$ cat src/rtl/res_st_ctrl.sv
`default_nettype none
// ============================================================================
// Module      : res_st_ctrl
// Description : Reservation-station control: slot allocation, CDB wakeup and
//               round-robin issue selection over a small entry array.
// Revision    : 1.0 - initial release
// ============================================================================
module res_st_ctrl #(
    parameter int RES_ST_DEPTH      = 8,
    parameter int PHY_RF_ADDR_WIDTH = 6,
    parameter int TAG_WIDTH         = PHY_RF_ADDR_WIDTH
) (
    input  logic                              clk,
    input  logic                              rst,
    input  logic                              flush,
    input  logic                              alloc_valid,
    output logic                              alloc_ready,
    input  logic [TAG_WIDTH-1:0]              alloc_rs1_tag,
    input  logic [TAG_WIDTH-1:0]              alloc_rs2_tag,
    input  logic                              alloc_rs1_rdy,
    input  logic                              alloc_rs2_rdy,
    output logic                              res_st_wr_en,
    output logic [$clog2(RES_ST_DEPTH)-1:0]   res_st_wr_addr,
    input  logic                              cdb_valid,
    input  logic [TAG_WIDTH-1:0]              cdb_tag,
    output logic                              issue_valid,
    input  logic                              issue_ready,
    output logic [$clog2(RES_ST_DEPTH)-1:0]   issue_addr,
    output logic [$clog2(RES_ST_DEPTH):0]     occupancy,
    output logic                              full,
    output logic                              empty
);

    localparam int c_ADDR_W = $clog2(RES_ST_DEPTH);

    logic [RES_ST_DEPTH-1:0] r_valid;
    logic [RES_ST_DEPTH-1:0] r_rs1_rdy;
    logic [RES_ST_DEPTH-1:0] r_rs2_rdy;
    logic [TAG_WIDTH-1:0]    r_rs1_tag [RES_ST_DEPTH];
    logic [TAG_WIDTH-1:0]    r_rs2_tag [RES_ST_DEPTH];
    logic [c_ADDR_W:0]       r_occ;
    logic [c_ADDR_W-1:0]     r_rr_ptr;

    logic [RES_ST_DEPTH-1:0] w_elig;
    logic [c_ADDR_W-1:0]     w_free_idx;
    logic [c_ADDR_W-1:0]     w_issue_idx;
    logic [c_ADDR_W-1:0]     w_probe;
    logic                    w_full;
    logic                    w_alloc_fire;
    logic                    w_issue_fire;
    logic                    w_byp1;
    logic                    w_byp2;

    assign w_full       = (r_occ == (c_ADDR_W+1)'(RES_ST_DEPTH));
    assign w_elig       = r_valid & r_rs1_rdy & r_rs2_rdy;

    assign alloc_ready  = !w_full && !flush && !rst;
    assign res_st_wr_en = alloc_valid && alloc_ready;
    assign w_alloc_fire = res_st_wr_en;

    assign issue_valid  = (|w_elig) && !flush && !rst;
    assign w_issue_fire = issue_valid && issue_ready;

    // A result broadcast in the allocation cycle must not be lost on the new entry.
    assign w_byp1 = cdb_valid && (cdb_tag == alloc_rs1_tag);
    assign w_byp2 = cdb_valid && (cdb_tag == alloc_rs2_tag);

    assign res_st_wr_addr = w_free_idx;
    assign issue_addr     = w_issue_idx;
    assign occupancy      = r_occ;
    assign full           = w_full;
    assign empty          = (r_occ == '0);

    always_comb begin
        w_free_idx = '0;
        for (int i = RES_ST_DEPTH-1; i >= 0; i--) begin
            if (!r_valid[i]) begin
                w_free_idx = c_ADDR_W'(i);
            end
        end
    end

    // Downward scan so the smallest offset from rr_ptr wins; modulo is free
    // because the depth is a power of two.
    always_comb begin
        w_issue_idx = r_rr_ptr;
        w_probe     = '0;
        for (int k = RES_ST_DEPTH-1; k >= 0; k--) begin
            w_probe = r_rr_ptr + c_ADDR_W'(k);
            if (w_elig[w_probe]) begin
                w_issue_idx = w_probe;
            end
        end
    end

    always_ff @(posedge clk) begin
        if (rst) begin
            r_valid   <= '0;
            r_rs1_rdy <= '0;
            r_rs2_rdy <= '0;
            r_occ     <= '0;
            r_rr_ptr  <= '0;
        end else if (flush) begin
            r_valid   <= '0;
            r_occ     <= '0;
            r_rr_ptr  <= '0;
        end else begin
            for (int i = 0; i < RES_ST_DEPTH; i++) begin
                if (cdb_valid && r_valid[i]) begin
                    if (r_rs1_tag[i] == cdb_tag) r_rs1_rdy[i] <= 1'b1;
                    if (r_rs2_tag[i] == cdb_tag) r_rs2_rdy[i] <= 1'b1;
                end
            end

            if (w_issue_fire) begin
                r_valid[w_issue_idx] <= 1'b0;
                r_rr_ptr             <= w_issue_idx + 1'b1;
            end

            // The free slot is never the issuing entry, so these cannot collide.
            if (w_alloc_fire) begin
                r_valid[w_free_idx]   <= 1'b1;
                r_rs1_tag[w_free_idx] <= alloc_rs1_tag;
                r_rs2_tag[w_free_idx] <= alloc_rs2_tag;
                r_rs1_rdy[w_free_idx] <= alloc_rs1_rdy | w_byp1;
                r_rs2_rdy[w_free_idx] <= alloc_rs2_rdy | w_byp2;
            end

            case ({w_alloc_fire, w_issue_fire})
                2'b10:   r_occ <= r_occ + 1'b1;
                2'b01:   r_occ <= r_occ - 1'b1;
                default: r_occ <= r_occ;
            endcase
        end
    end

endmodule
`default_nettype wire

$ cat config.mk
export PLATFORM = sky130hd
export DESIGN_NAME = res_st_ctrl
export DESIGN_NICKNAME = d
export VERILOG_FILES = /design/src/rtl/res_st_ctrl.sv
export SDC_FILE = /design/constraint.sdc
export NUM_CORES = 1
export LEC_CHECK = 0
export BUFFER_PORTS_ARGS = -buffer_cell sky130_fd_sc_hd__buf_2
export CELL_PAD_IN_SITES_DETAIL_PLACEMENT = 0
export CELL_PAD_IN_SITES_GLOBAL_PLACEMENT = 2
export CORE_MARGIN = 10
export CORE_UTILIZATION = 43
export CTS_BUF_LIST = sky130_fd_sc_hd__clkbuf_8
export DETAILED_ROUTE_END_ITERATION = 10
export PLACE_DENSITY = 0.89
export REMOVE_ABC_BUFFERS = 1
export SYNTH_ARGS = -nofsm -noshare
export SYNTH_HDL_FRONTEND = slang
export SYNTH_SLANG_ARGS = --single-unit
$ cat constraint.sdc
create_clock -name clk -period 4.5 [get_ports clk]
set_input_delay 0.675 -clock clk [delete_from_list [all_inputs] [get_ports clk]]
set_output_delay 0.675 -clock clk [all_outputs]
set_load 0.02 [all_outputs]
* After elaboration in Yosys (flattened, before gate mapping)
Memory sizes are Yosys's and may differ from the RTL's.
Index checks and enable logic that the tools add are counted.
** Word-level totals
- Memories :: 2
- Register bits :: 31
- Output and inout port bits :: 15
- Input port bits :: 26
- Word-level logic and storage cells :: 195
- RAM bits :: 96
** Operators by class
- Order comparisons :: 12
- Reductions and logical operators :: 25
- Bitwise operators :: 7
- Equality and inequality tests :: 21
- Add/sub/neg operators :: 10
- Multiplexer cells :: 113
** Memory list
- r_rs1_tag :: depth 8, bits a word 6, read ports 8, clocked after memory_dff 0, wr ports 1, RTL line 39 : logic [TAG_WIDTH-1:0] r_rs1_tag [RES_ST_DEPTH];
- r_rs2_tag :: depth 8, bits a word 6, read ports 8, clocked after memory_dff 0, wr ports 1, RTL line 40 : logic [TAG_WIDTH-1:0] r_rs2_tag [RES_ST_DEPTH];
** Operators by type and width (number)
- 6-bit equality test :: 18
- 1-bit 2-to-1 mux :: 78
- 3-bit 2-to-1 mux :: 16
- 8-bit 2-to-1 mux :: 6
- 3-bit by 4-bit < comparator with 1-bit output, second input constant :: 10
- 8-bit bitwise AND :: 3
- 1-bit binary-select mux with 3-bit select :: 8
- 1-bit logical AND :: 18
- 8-bit bitwise mux :: 2
- 3-bit adder, second input constant :: 4
- 8-bit inverter :: 1
- 8-bit bitwise OR :: 1
- 4-bit one-hot mux with 2 select lines :: 1
- 8-bit OR reduction :: 1
- 3-bit by 1-bit adder with 3-bit output, second input constant :: 2
- 3-bit by 2-bit adder with 3-bit output, second input constant :: 2
- 1-bit demux with 3-bit select :: 2
- 3-bit by 1-bit greater-or-equal comparator with 1-bit output, second input constant :: 2
- 4-bit by 1-bit adder with 4-bit output, second input constant :: 1
- 4-bit equality test, second input constant :: 1
- 4-bit zero test :: 1
- 4-bit by 1-bit subtractor with 4-bit output, second input constant :: 1
- 1-bit zero test :: 3
- 2-bit by 1-bit equality test with 1-bit output, second input constant :: 1
- 4 further kinds :: 5

* Depth between registers and ports, before layout
Gate-level depths: netlist of run 1.
- Depth in word-level cells :: 23
- Gate-level depth with buffers :: 14

* Worst setup path before layout of run 1
No wires, ideal clock.
- Path kind :: in2reg
- From :: input port rst
- To :: register r_rs1_rdy[3]
- Arrival :: 3.871 ns
- Slack :: 0.544 ns
- Path buffers :: 2
- Stages on the path :: 10
- Library setup time :: 0.086 ns
- Path through :: clkbuf_1 > or2_2 > clkbuf_1 > a21oi_1 > nand2_1 > nor4_1 > a21oi_1 > nor2_1 > nor2_1 > a211oi_1
** Between the ends
- Longest elaborated chain between the ends :: 4
** Ends and longest elaborated chain
- start: declaration :: RTL line 14 : input logic rst,
- 1-bit zero test :: RTL line 57 : assign alloc_ready = !w_full && !flush && !rst;
- 1-bit logical AND :: RTL line 57
- named net alloc_ready :: RTL line 17 : output logic alloc_ready,
- 1-bit logical AND :: RTL line 58 : assign res_st_wr_en = alloc_valid && alloc_ready;
- 8-bit 2-to-1 mux :: RTL line 121 : if (w_alloc_fire) begin
- end signal: indexed assignment :: RTL line 125 : r_rs1_rdy[w_free_idx] <= alloc_rs1_rdy | w_byp1;
- end: declaration :: RTL line 37 : logic [RES_ST_DEPTH-1:0] r_rs1_rdy;
The timed path passes the listed nets, and every way through them passes these cells.
A chain may end at the register's enable or synchronous reset.

* Worst setup path after layout of run 1
- From :: register r_rr_ptr[1]
- To :: output port issue_addr[0]
** Between the ends
- Longest elaborated chain between the ends :: 11
- Elaborated cells on any way between the ends :: 31
- Classes of those cells :: add/sub (7); mux (24)
** Ends and longest elaborated chain
- start: declaration :: RTL line 42 : logic [c_ADDR_W-1:0] r_rr_ptr;
- start signal: assignment :: RTL line 117 : r_rr_ptr <= w_issue_idx + 1'b1;
- 3-bit adder :: RTL line 89 : w_probe = r_rr_ptr + c_ADDR_W'(k);
- 1-bit binary-select mux with 3-bit select :: RTL line 90 : if (w_elig[w_probe]) begin
- 1-bit 2-to-1 mux (not written as such) :: RTL line 90
- 3-bit 2-to-1 mux (7 in series) :: RTL line 90
- 3-bit 2-to-1 mux (*) :: RTL line 90
- end: declaration :: RTL line 28 : output logic [$clog2(RES_ST_DEPTH)-1:0] issue_addr,
Mark *: on every way between the ends. The rest lies on a longest branch, timed or not. The select of a mux whose other input is x is not followed.

==> metrics, run 1 <==
status finished, final reports clean; core area about 16000 µm²; DRC violation count after routing 0; Critical Path RT around 3.8 ns; final max-slew violation count 0; WL final between 15 and 20 mm; layout cells sized above 1 between 15 and 20%; largest cells by area after synthesis edfxtp_1 42%, dfxtp_1 9.0%, xor2_1 8.0%; initial core utilization roughly 44%; Site Rows 46; worst setup margin about 0.33 ns; Avg Cell Area, Syn about 11 µm²; DR iter-0 viols around 480; count leader, synth edfxtp_1; H-tree levels 4; pre-CTS setup slack ~0.8 ns; vias in the first global route a little under 5k; worst setup path class reg -> out; fin util between 40 and 50%; cell family with most CP delay multiplexers; Avg WL per Cell between 20 and 25 µm; vias per cell around 5.8; Mapped Area between 6000 and 7000 µm²; pwr dens 301 nW/µm²; Max-slew headroom between 20% and 30%; count of state elements after synthesis between 100 and 150; first-pass GRT wire length approximately 28 mm; cts hold-fix bufs 0; synthesized instance count 605; Pre-antenna DRT Iters 5; worst-path cell chain inv_1 > ha_1 > clkinv_4 > mux2i_1 > mux4_2 > a22o_1 > or4b_1 > and3_4 > inv_2 > buf_2; CP peak stage delay 0.56 ns; RSZ-0062 raised after global routing no; cts bufs inserted 17; synth unique cells 67; dpl hpwl roughly 13 mm; Max Cap Violations 0; CTS tree done; gpl congestion approximately 0.89; die height 147 µm; number of synthesized flops with an enable pin 96; Final Power 0.00229 W; largest fanout on the critical path 9; Setup TNS 0 ns; achievable clock frequency between 200 and 250 MHz; worst vdd ir approximately 310 µV; GRT Residual Overflow 0; nets 667; sequential fraction of the synthesis area 50.8%; Worst setup EP type primary output; Tmin final between 4 and 5 ns; clock-pin slew on the worst setup and hold paths about 0.080 ns; post-route clock skew around 0.015 ns; synth cell count leaders 96 x edfxtp_1, 63 x xor2_1, 51 x xnor2_1, 37 x a21oi_1; vias approximately 5k; diode count 0; TritonCTS Sinks ~130; final hold vios 0; final hold slack about 0.53 ns; I/O Buffers 40; WP data arrival around 3.5 ns; async set or reset register ratio after synthesis 0%; Clock Latency Late Sink 0.44 ns; initial antenna violation count 0; largest area contributor in the netlist edfxtp_1; Root Buffer clkbuf_8; Total Routing Usage GR between 10% and 20%; Least-Margin Pin Slew 1.14 ns; Clock Path Buffers 2; Resized Gates After CTS 0; Post-CTS Setup Bufs 0; Final setup viols 0; slowest stage cell, crit path ha_1; largest net degree at the start of global routing 29; CP Launch Type flip-flop; Hold/Removal Path Class reg -> reg; Antenna Nets Post-Route 0; P_leak between 2 and 3 nW; synthesis-to-layout area growth 10.4%; die area roughly 21000 µm²; share of Yosys cell area claimed by the top area cell type 41.8%; most used flip-flop cell after synthesis edfxtp_1; I/O pins about 40; final worst-path cycle share between 90 and 100%; critical path buffer and inverter count 4; Chip Width around 150 µm; Warnings, synthesis 0
-- worst min-delay path: stages, from the launching register on --
cell	delay, ns
dfxtp_1	0.33
nor2_1	0.10
a211oi_1	0.05
-- final timing paths --
kind / start / endpoint / slack (ns) / cells after the start
worst max-delay path: r_rr_ptr[1] / issue_addr[0] / 0.33 / 10
worst min-delay path: r_rs2_rdy[5] / r_rs2_rdy[5] / 0.53 / 2
worst min register to register: r_rs2_rdy[5] / r_rs2_rdy[5] / 0.53 / 2
worst max register to register: r_rr_ptr[1] / r_valid[1] / 1.16 / 10
-- layout by cell type (no fill, tap or decap), types with 5 or more instances in the layout --
master and n:
dfxtp_1 31, nand3_1 15, edfxtp_1 96, nor3_1 11, a41o_1 7, xor2_1 63
clkbuf_8 17, and3_1 9, nor4_1 22, mux2i_1 12, mux4_2 9, buf_2 40
ha_1 5, inv_1 21, buf_4 10, a211oi_1 20, nand2_1 31, o21ai_0 17
nor2_1 30, xnor2_1 51, a21oi_1 37, nand4_1 11
-- flip-flops by register name, indices dropped and copies added (netlist names) --
register and count:
occupancy 4, r_rs2_rdy 8, r_rr_ptr 3, r_rs2_tag 48
r_rs1_tag 48, r_valid 8, r_rs1_rdy 8
-- report_power, final --
part / switching [W] / total, W / internal, W
sequential: 0.00000259 / 0.00126 / 0.00126
clock: 0.000465 / 0.000896 / 0.000431
combinational: 0.0000862 / 0.000128 / 0.0000416
total: 0.000554 / 0.00229 / 0.00173
-- per-stage QoR --
step,cells,cell area [µm²]
final,864,7610
after global routing,864,7610
after CTS,864,7610
after detailed placement,832,7250
after global placement,832,7250
after floorplan,566,6700
-- cells by family after synthesis --
| family | share of synthesized area [%] |
|---|---|
| simple gates | 11.5 |
| flops | 50.8 |
| compound gates | 11.6 |
| xor+xnor | 14.5 |
| buf+inv | 4.12 |
| mux | 6.19 |
| fa+ha+maj | 1.20 |
-- routing by layer --
| layer | wire length [µm] | share of wire (%) | vias up | global-route usage [%] |
|---|---|---|---|---|
| met1 | 7780 | 44 | 2468 | 20.5 |
| li1 | - | - | 2313 | - |
| met2 | 8800 | 50 | 180 | 27.5 |
| met4 | 271 | 1.5 | 0 | 5.26 |
| met5 | 0 | 0 | - | 0 |
| met3 | 855 | 4.8 | 27 | 3.65 |
-- area by class of cell --
cell class	instances	area [µm²]
Fill cell	1469	8160
Inverter	22	87.6
Multi-Input combinational cell	417	3120
Timing Repair Buffer	50	275
Tap cell	216	270
Clock buffer	17	234
Clock inverter	15	123
Sequential cell	127	3500
(Power assumes the default switching activity.)
==> run 2: changes to the inputs <==
- clock period: 4.5 -> 4.43 ns (I/O delays scaled with it)
==> metrics, run 2 (synthesized netlist as in run 1, its figures left out) <==
status finished, final reports clean; P_leak ~2.7 nW; Site Rows 46; RSZ-0062 raised after global routing no; dpl cell area around 7300 µm²; gpl congestion just over 0.9; vias per cell between 5 and 6; H-tree levels 4; net switching power approximately 0.0006 W; largest fanout on the critical path 9; Post-CTS Setup Bufs 0; Total Routing Usage GR between 10% and 20%; CP Launch Type flip-flop; cts bufs inserted 17; final non-filler cell area around 7600 µm²; pwr dens 315 nW/µm²; core area between 15000 and 20000 µm²; largest net degree at the start of global routing 29; initial core utilization between 40% and 50%; switching share of power between 20% and 30%; Clock Path Buffers 2; nets around 670; dpl cells 832; Chip Width approximately 150 µm; Clock Latency Late Sink around 0.45 ns; clock power share about two fifths; dpl hpwl approximately 13 mm; Final setup viols 0; Seq pwr share a little over half; final worst-path cycle share between 90 and 100%; I/O pins between 40 and 50; Hold/Removal Path Class reg -> reg; fin util 48.4%; WP data arrival 3.51 ns; diode count 0; die area 21500 µm²; clock-pin slew on the worst setup and hold paths approximately 0.080 ns; I/O Buffers 40; combinational power share approximately 5.5%; CTS tree done; Antenna Nets Post-Route 0; post-route clock skew about 0.016 ns; fill count 1459; layout cells sized above 1 15.0%; Least-Margin Pin Slew around 1.1 ns; TritonCTS Sinks around 130; WL final 18.0 mm; achievable clock frequency about 240 MHz; Max-slew headroom 22.9%; Max Cap Violations 0; final max-slew violation count 0; cts hold-fix bufs 0; internal power around 0.0018 W; initial antenna violation count 0; vias in the first global route roughly 4.9k; Avg WL per Cell about 21 µm; worst setup path class reg -> out; worst vdd ir 313 µV; Root Buffer clkbuf_8; Tmin final between 4 and 5 ns; DRC violation count after routing 0; first-pass GRT wire length 28.1 mm; GRT Residual Overflow 0; die height 147 µm; Critical Path RT 3.77 ns; most frequent cells in the layout 96 x edfxtp_1, 63 x xor2_1, 51 x xnor2_1; synthesis-to-layout area growth 10.7%; commonest non-fill, non-tap cell in the layout edfxtp_1; Worst setup EP type primary output; Post-Layout Cell Count about 860; final hold vios 0; DR iter-0 viols around 500; Setup TNS 0 ns; vias 5002; Resized Gates After CTS 0; Pre-antenna DRT Iters 7; biggest regs r_rs1_tag: 48 flops, r_rs2_tag: 48 flops
[run 2: worst max-delay path, cell delays in order (launching register included)]
cell and delay (ns):
dfxtp_1 0.34, inv_1 0.06, ha_1 0.55, clkinv_4 0.20
mux2i_1 0.18, mux4_2 0.54, a22o_1 0.28, or4b_1 0.47
and3_4 0.19, inv_2 0.08, buf_2 0.17
[run 2: area by class of cell]
| class | count | area, µm² | share of cell area [%] |
|---|---|---|---|
| sequential | 127 | 3500 | 45.9 |
| multi-input combinational | 417 | 3120 | 40.8 |
| timing repair buffer | 50 | 275 | 3.61 |
| tap | 216 | 270 | 3.54 |
| clock buffer | 17 | 234 | 3.07 |
| clock inverter | 15 | 143 | 1.87 |
| inverter | 22 | 87.6 | 1.15 |
[run 2: path summary, 6_finish.rpt]
path,start,end,slack [ns],cells after the start
max,r_rr_ptr[0],issue_addr[0],0.25,10
min,r_rs2_rdy[1],r_rs2_rdy[1],0.52,2
max reg2reg,r_rr_ptr[0],r_valid[1],1.06,10
min reg2reg,r_rs2_rdy[1],r_rs2_rdy[1],0.52,2
[run 2: metrics by stage]
stage	setup slack [ns]	hold slack (ns)	power, W
2_1_floorplan	0.138	0.481	0.00137
3_3_place_gp	0.806	0.505	0.00144
3_5_place_dp	0.733	0.512	0.00144
4_1_cts	0.239	0.523	0.00241
5_1_grt	0.0708	0.549	0.00248
6_report	0.252	0.517	0.00240
[run 2: power groups by stage]
stage	logic, W	clock network, W	registers, W
3_3_place_gp	0.000130	0	0.00131
3_5_place_dp	0.000133	0	0.00131
6_report	0.000132	0.000986	0.00128
5_1_grt	0.000143	0.00105	0.00128
2_1_floorplan	0.0000574	0	0.00131
4_1_cts	0.000133	0.000993	0.00128
[run 2: metal layers]
metal | up-vias | track usage [%] | routed length, µm | share of wire, %
li1 | 2328 | - | - | -
met1 | 2465 | 21.0 | 7850 | 44
met2 | 188 | 27.6 | 8820 | 49
met3 | 21 | 3.49 | 1040 | 5.8
met4 | 0 | 5.66 | 288 | 1.6
met5 | - | 0 | 0 | 0
==> run 3: changes to the inputs <==
- ABC_AREA: unset -> 1
- CORE_UTILIZATION: 43 -> 40
- PLACE_DENSITY: 0.89 -> 0.88
==> metrics, run 3 <==
status finished, final reports clean; Root Buffer clkbuf_8; Clock Latency Late Sink about 0.45 ns; Pre-antenna DRT Iters 5; WL final ~18 mm; largest fanout on the critical path 13; worst setup path class reg -> out; synth unique cells 42; Post-CTS Setup Bufs 0; Site Rows between 40 and 50; synth cell count leaders 128 x nand2_1, 96 x edfxtp_1, 61 x inv_1, 53 x nand3_1, 42 x a21oi_1; most frequent cells in the layout 128 x nand2_1, 96 x edfxtp_1, 64 x inv_1; number of synthesized flops with an enable pin 96; Setup TNS 0 ns; Total Routing Usage GR between 10% and 20%; fin util 45.2%; sequential fraction of the synthesis area approximately 54%; post-route clock skew 0.0125 ns; async set or reset register ratio after synthesis 0%; Mapped Area around 6500 µm²; vias in the first global route between 5k and 6k; largest cells by area after synthesis edfxtp_1 45%, dfxtp_1 9.6%, nand2_1 7.4%; dpl hpwl between 10 and 15 mm; diode count 0; gpl congestion ~0.85; Worst setup EP type primary output; cts bufs inserted 17; I/O pins 41; Clock Path Buffers 2; Least-Margin Pin Slew around 1.1 ns; initial core utilization between 40% and 50%; Antenna Nets Post-Route 0; GRT Residual Overflow 0; share of Yosys cell area claimed by the top area cell type approximately 45%; Tmin final between 3 and 4 ns; vias a little over 5k; slowest stage cell, crit path dfxtp_1; Hold/Removal Path Class reg -> reg; worst setup margin approximately 0.53 ns; Final setup viols 0; Chip Width ~150 µm; die height roughly 150 µm; I/O Buffers 40; worst vdd ir between 200 and 250 µV; pre-CTS setup slack ~1.0 ns; DR iter-0 viols 402; WP data arrival 3.24 ns; initial antenna violation count 0; nets around 740; RSZ-0062 raised after global routing no; TritonCTS Sinks between 100 and 150; Max-slew headroom about 27%; synthesis-to-layout area growth 11.0%; CP peak stage delay approximately 0.63 ns; vias per cell between 5 and 6; DRC violation count after routing 0; Max Cap Violations 0; count of state elements after synthesis between 100 and 150; cts hold-fix bufs 0; final worst-path cycle share between 80% and 90%; Resized Gates After CTS 0; most used flip-flop cell after synthesis edfxtp_1; biggest regs r_rs1_tag: 48 flops, r_rs2_tag: 48 flops; largest area contributor in the netlist edfxtp_1; Worst Reg-to-Reg Cells 18; count leader, synth nand2_1; core area between 15000 and 20000 µm²; pwr dens ~330 nW/µm²; Critical Path RT around 3.8 ns; final hold vios 0; Avg WL per Cell between 15 and 20 µm; largest net degree at the start of global routing 19; H-tree levels 4; P_leak between 2 and 3 nW; Most common cell on crit path nand2_1; die area roughly 22000 µm²; final max-slew violation count 0; commonest non-fill, non-tap cell in the layout nand2_1; Avg Cell Area, Syn 9.56 µm²; CP Launch Type flip-flop; achievable clock frequency around 260 MHz; CTS tree done; synthesized instance count a little under 700; worst-path cell chain inv_2 > ha_1 > inv_1 > nand3_1 > nand3_1 > nand2_1 > o21bai_1 > nand2_1 > nand2_1 > nand2_1 > nand2_1 > nand2_1 > nand2_2 > inv_2 > buf_2; layout cells sized above 1 11.5%; Warnings, synthesis 0; clock-pin slew on the worst setup and hold paths ~0.080 ns; first-pass GRT wire length 28.2 mm; Final Power between 0.002 and 0.0025 W; hold path depth 1
-- run 3: cell types whose count changed in the layout (fill, tap and decap cells not counted), sizes merged, moves of 18 or more --
cell	previous run	this run
inv	24	68
nand3	15	53
xnor2	51	33
xor2	63	32
nor4	23	5
nand2	31	131
-- run 3: metal layers --
metal / GRT usage [%] / part of all wire, % / vias to the layer above
met5: 0 / 0 / -
met4: 4.86 / 1.5 / 0
met3: 3.65 / 5.1 / 28
met2: 28.1 / 49 / 157
met1: 20.8 / 44 / 2544
li1: - / - / 2446
-- run 3: per-stage QoR --
step	std cells	hold slack (ns)	cell area, µm²
6_report	939	0.529	7180
5_1_grt	939	0.554	7180
4_1_cts	939	0.528	7180
3_5_place_dp	907	0.523	6810
3_3_place_gp	907	0.512	6810
2_1_floorplan	650	0.465	6340
-- run 3: final cells by class --
cell class              count  area, µm²
inverters                  66        248
multi-input cells         457       2580
clock buffers              19        262
clock inverters            13        103
fillers                  1554       8710
flip-flops and latches    127       3500
well taps                 216        270
repair buffers             41        208
-- run 3: cells by family (layout without fill, tap and decap cells) --
group                    count (synthesis)  after routing  share of synthesized area (%)
flip-flops                             127            127                           54.2
adder cells (fa/ha/maj)                  6              6                           1.28
AO/OA/AOI/OAI                          128            128                           12.5
buffers and inverters                   92            139                           5.83
XOR/XNOR                                65             65                           8.92
AND/OR/NAND/NOR                        258            258                           17.3
-- run 3: worst paths after layout --
kind | slack, ns | startpoint | to
worst max-delay path | 0.53 | r_rr_ptr[0] | issue_addr[0]
worst min register to register | 0.53 | occupancy[0] | occupancy[0]
worst max register to register | 1.29 | r_rr_ptr[0] | r_valid[4]
worst min-delay path | 0.53 | occupancy[0] | occupancy[0]
-- run 3: critical path: cells and delay by family, from the launching register on --
kind	cells	cell delay, ns
buf+inv	4	0.67
compound gates	1	0.17
simple gates	9	0.84
flops	1	0.63
fa+ha+maj	1	0.46
-- run 3: where the power goes --
group	switching (W)	internal [W]
combinational	0.0000962	0.0000390
clock	0.000458	0.000464
sequential	0.00000358	0.00128
total	0.000557	0.00179
